$ cat config.mk
export PLATFORM = sky130hd
export DESIGN_NAME = fetch_unit
export DESIGN_NICKNAME = d
export VERILOG_FILES = /design/src/rtl/fetch_unit.sv
export SDC_FILE = /design/constraint.sdc
export NUM_CORES = 1
export LEC_CHECK = 0
export CAP_MARGIN = 10
export CORE_AREA = 2 2 111 113
export DETAILED_ROUTE_END_ITERATION = 8
export DIE_AREA = 0 0 113 115
export DONT_BUFFER_PORTS = 1
export HOLD_SLACK_MARGIN = 0.1
export PLACE_DENSITY = 0.77
export SYNTH_ARGS = -nofsm -noshare
export SYNTH_HDL_FRONTEND = slang
export SYNTH_SLANG_ARGS = --single-unit
$ cat constraint.sdc
create_clock -name clk_i -period 3.8 [get_ports clk_i]
set_clock_uncertainty 0.2 [all_clocks]
set_input_delay 0.76 -clock clk_i [delete_from_list [all_inputs] [get_ports clk_i]]
set_output_delay 0.76 -clock clk_i [all_outputs]
set_load 0.005 [all_outputs]
$ cat src/rtl/fetch_unit.sv
// fetch_unit: single-outstanding-request instruction fetcher.
//
// Issues one instruction-memory read at a time from the current pc. It buffers
// the returned word for decode and handles branch redirects. A response to a
// request made stale by a redirect is dropped in DRAIN.
//
// Ports:
//   clk_i         sole clock, rising edge
//   rst_i         synchronous active-high reset
//   branch_i      redirect request (one cycle per taken branch)
//   target_i      branch target; bits [1:0] ignored
//   imem_req_o    read request, asserted only in ISSUE
//   imem_addr_o   read address (meaningful while imem_req_o=1)
//   imem_valid_i  read response strobe
//   imem_data_i   read response word
//   inst_valid_o  instruction buffer holds a valid instruction
//   inst_o        buffered instruction
//   inst_pc_o     fetch address of the buffered instruction
//   inst_ready_i  decode accepts the buffered instruction
module fetch_unit #(
   parameter logic [63:0] RESET_PC = 64'h0
) (
   input  logic        clk_i,
   input  logic        rst_i,
   input  logic        branch_i,
   input  logic [63:0] target_i,
   output logic        imem_req_o,
   output logic [63:0] imem_addr_o,
   input  logic        imem_valid_i,
   input  logic [31:0] imem_data_i,
   output logic        inst_valid_o,
   output logic [31:0] inst_o,
   output logic [63:0] inst_pc_o,
   input  logic        inst_ready_i
);

   localparam logic [2:0] StIdle  = 3'd0;
   localparam logic [2:0] StIssue = 3'd1;
   localparam logic [2:0] StWait  = 3'd2;
   localparam logic [2:0] StFull  = 3'd3;
   localparam logic [2:0] StDrain = 3'd4;

   logic [2:0]  state_q, state_d;
   logic [63:0] pc_q, pc_d;
   logic        inst_valid_q, inst_valid_d;
   logic [31:0] inst_q, inst_d;
   logic [63:0] inst_pc_q, inst_pc_d;
   logic [63:0] branch_pc;

   assign branch_pc = {target_i[63:2], 2'b00};

   always_comb begin
      state_d      = state_q;
      pc_d         = pc_q;
      inst_valid_d = inst_valid_q;
      inst_d       = inst_q;
      inst_pc_d    = inst_pc_q;

      unique case (state_q)
         StIdle:  state_d = StIssue;
         // The request leaves in this cycle; a redirect makes its answer stale.
         StIssue: state_d = branch_i ? StDrain : StWait;
         StWait: begin
            if (branch_i) begin
               // A response landing with the redirect is dropped right here.
               state_d = imem_valid_i ? StIssue : StDrain;
            end else if (imem_valid_i) begin
               state_d      = StFull;
               inst_d       = imem_data_i;
               inst_pc_d    = pc_q;
               inst_valid_d = 1'b1;
               pc_d         = pc_q + 64'd4;
            end
         end
         StFull: begin
            if (branch_i || inst_ready_i) begin
               state_d      = StIssue;
               inst_valid_d = 1'b0;
            end
         end
         StDrain: begin
            if (imem_valid_i) begin
               state_d = StIssue;
            end
         end
         default: state_d = StIdle;
      endcase

      // A redirect overrides any sequential pc update and flushes the buffer.
      if (branch_i) begin
         pc_d         = branch_pc;
         inst_valid_d = 1'b0;
      end
   end

   always_ff @(posedge clk_i) begin
      if (rst_i) begin
         state_q      <= StIdle;
         pc_q         <= RESET_PC;
         inst_valid_q <= 1'b0;
         inst_q       <= 32'h0;
         inst_pc_q    <= 64'h0;
      end else begin
         state_q      <= state_d;
         pc_q         <= pc_d;
         inst_valid_q <= inst_valid_d;
         inst_q       <= inst_d;
         inst_pc_q    <= inst_pc_d;
      end
   end

   assign imem_req_o   = (state_q == StIssue);
   assign imem_addr_o  = pc_q;
   assign inst_valid_o = inst_valid_q;
   assign inst_o       = inst_q;
   assign inst_pc_o    = inst_pc_q;

endmodule

==> flow_metrics.tcl <==
set metrics [dict create \
    cts_resized 0 \
    slew_headroom_pct 54.2 \
    cp.arrival_ns 3.37 \
    wirelength_microns 21500 \
    synth_cell_type_count 49 \
    worstSetupStartpointType "register" \
    required_ns 3.92 \
    rsz0062_at_grt "no" \
    vias_per_cell 6.46 \
    fin_crit_ns 3.25 \
    dp_hpwl_microns 14700 \
    crit_path_end_kind "register" \
    status "finished, violations left" \
    clk_path_buf_depth 2 \
    ctsHoldBuffers 0 \
    ys_top_cells_by_area "dfxtp_1 44%, nand2_1 12%, a21oi_1 6.9%, nor2_1 3.5%, clkbuf_1 3.4%" \
    grt_pass1_vias 6478 \
    die_h_microns 115 \
    antenna_found_initial 0 \
    grt_pass1_wl_microns 33500 \
    hold_class "input pin to register" \
    place.gp.congestion 0.899 \
    ant_nets 0 \
    drt-initial-drc-count 679 \
    ioPinCount 263 \
    die_area_sq_um 13000 \
    ctsRootBufferMaster "clkbuf_16" \
    syn_area_per_cell_sq_um 7.75 \
    grt_max_degree 167 \
    clk_pin_slew_ns 0.06 \
    violations "DRC" \
    portBuffers 0 \
    synth_top_area_cell "dfxtp_1" \
    setup_viol 0 \
    cp_slowest_cell "or4_1" \
    power_density_nw_per_um2 473 \
    syn_area_sq_um 7240 \
    ys.flop_type "dfxtp_1" \
    grt_overflow 0 \
    yosys-top-cells-count "234 x nand2_1, 160 x dfxtp_1, 100 x a21oi_1" \
    ys_seq_elements 160 \
    worstSkewPairLatency_ns 0.43 \
    max_stage_delay_ns 0.69 \
    crit_buf_inv 0 \
    worst_path_most_repeated_cell "or4_1" \
    post-route-period-util_pct 85.5 \
    wl_met1_microns 8250 \
    post-cts-setup-buffer-count 0 \
    wl_per_cell_microns 20.4 \
    instances_no_fill 1056 \
    synth_edf_count 0 \
    synth_async_sr_flop_share_pct 0 \
    numPlacedInstances 1024 \
    track_usage_pct 32.1 \
    criticalPathCategory "register to register" \
    dr_wl_met3_microns 2240 \
    core_sq_um 11800 \
    insertedDiodeCount 0 \
    drc 20 \
    slew_viol_final 0 \
    routed-wl-met2_microns 10500 \
    cts_made_buffers 17 \
    synth.most_common_cell "nand2_1" \
    synth_cells 934 \
    cts_tree "yes" \
    die_w_microns 113 \
    top_layer "met4" \
    p_leak_nw 2.39 \
    yosysSeqAreaShare_pct 44.3 \
    path_cells "nand3_1 > or4_4 > or4_1 > or4_1 > a311oi_1" \
    hold_violations 0 \
    finalSetupTns_ns 0 \
    layout.nets 998 \
    drive_gt1_share_pct 6.16 \
    irDropWorstVdd_uv 310 \
    synth_top_area_share_pct 44.3 \
    cts_sinks 160 \
    start_util_pct 61.3 \
    cts_htree_levels 4 \
    rows 40 \
    yosys_warnings 0 \
    cp_top_family "simple AND/OR/NAND/NOR gates" \
    synthToLayoutAreaGrowth_pct 8.92 \
    tightest_slew_ns 0.686 \
    drtPass1Iterations 9 \
    timing.fmax_mhz 308 \
    drv_cap 0 \
    worstPathMaxFanout 10 \
    vias 6821 \
]
## layer usage
metal	global-route usage, %	vias up
met3	9.28	42
met2	52.5	337
li1	-	3236
met5	0	-
met1	40.1	3206
met4	13.3	0
## cells by family (layout without fill, tap and decap cells)
kind of cell	after synthesis	after routing	share of synthesized area, %
compound gates	189	189	16.4
xor+xnor	30	30	3.63
fa+ha+maj	1	1	0.173
buf+inv	82	54	4.49
flops	160	160	44.3
mux	3	3	0.415
other cells	1	4	0.0518
simple gates	468	468	30.6
## worst reg2reg max path: cells and delay by family (launching register included)
family / cells / cell delay, ns
flip-flops: 1 / 0.47
AND/OR/NAND/NOR: 4 / 2.15
AO/OA/AOI/OAI: 1 / 0.32
## sequential cells by signal (all words and copies together), names as in the netlist
register      count
inst_pc_o        62
inst_o           32
inst_valid_o      1
state_q           3
imem_addr_o      62
## area by class of cell
class / instances / area [sq um]
clock inverters: 11 / 129
flip-flops and latches: 160 / 3200
fillers: 1039 / 3930
well taps: 147 / 184
clock buffers: 21 / 470
multi-input cells: 695 / 3760
repair buffers: 15 / 113
inverters: 7 / 27.5
## report_power, final
part,internal (mW),switching [mW]
Sequential,1.73,0.114
Combinational,0.0702,0.0864
Clock,1.03,0.703
Total,2.83,0.903
## through the flow
stage	power (mW)	hold slack (ns)	setup WS [ns]	utilization [%]	instance area (sq um)
floorplan	1.99	0.253	0.691	-	7250
global placement	2.02	0.255	0.623	61.7	7280
detailed placement	2.03	0.261	0.523	61.7	7280
CTS	3.73	0.199	0.573	66.7	7880
global route	3.83	0.202	0.370	66.7	7880
finish	3.73	0.205	0.550	66.7	7880
## final timing paths
check / startpoint / to / slack (ns) / cells after the start
setup / recovery: imem_addr_o[5]$_SDFFE_PP0P_ / imem_addr_o[63]$_SDFFE_PP0P_ / 0.55 / 5
hold / removal: rst_i / inst_pc_o[59]$_SDFFE_PP0P_ / 0.20 / 1
setup reg to reg: imem_addr_o[5]$_SDFFE_PP0P_ / imem_addr_o[63]$_SDFFE_PP0P_ / 0.55 / 5
hold reg to reg: inst_pc_o[46]$_SDFFE_PP0P_ / inst_pc_o[46]$_SDFFE_PP0P_ / 0.27 / 2
## layout by cell type (no fill, tap or decap), types with 3 or more instances in the layout
cell type and n:
a2111oi_0 9, a211oi_1 30, a21oi_1 100, a311oi_1 16, a31oi_1 5, and3_1 9
and4_1 9, buf_4 15, clkbuf_16 17, clkbuf_8 3, clkinv_2 3, conb_1 4
dfxtp_1 160, inv_1 6, inv_6 3, mux2i_1 3, nand2_1 233, nand3_1 25
nand4_1 30, nor2_1 67, nor3_1 12, nor3b_1 6, nor4_1 21, nor4b_1 4
o21ai_0 6, o31ai_1 13, or3_1 14, or4_1 21, xnor2_1 22, xor2_1 8
No activity file was read; power rests on OpenSTA's default activity.
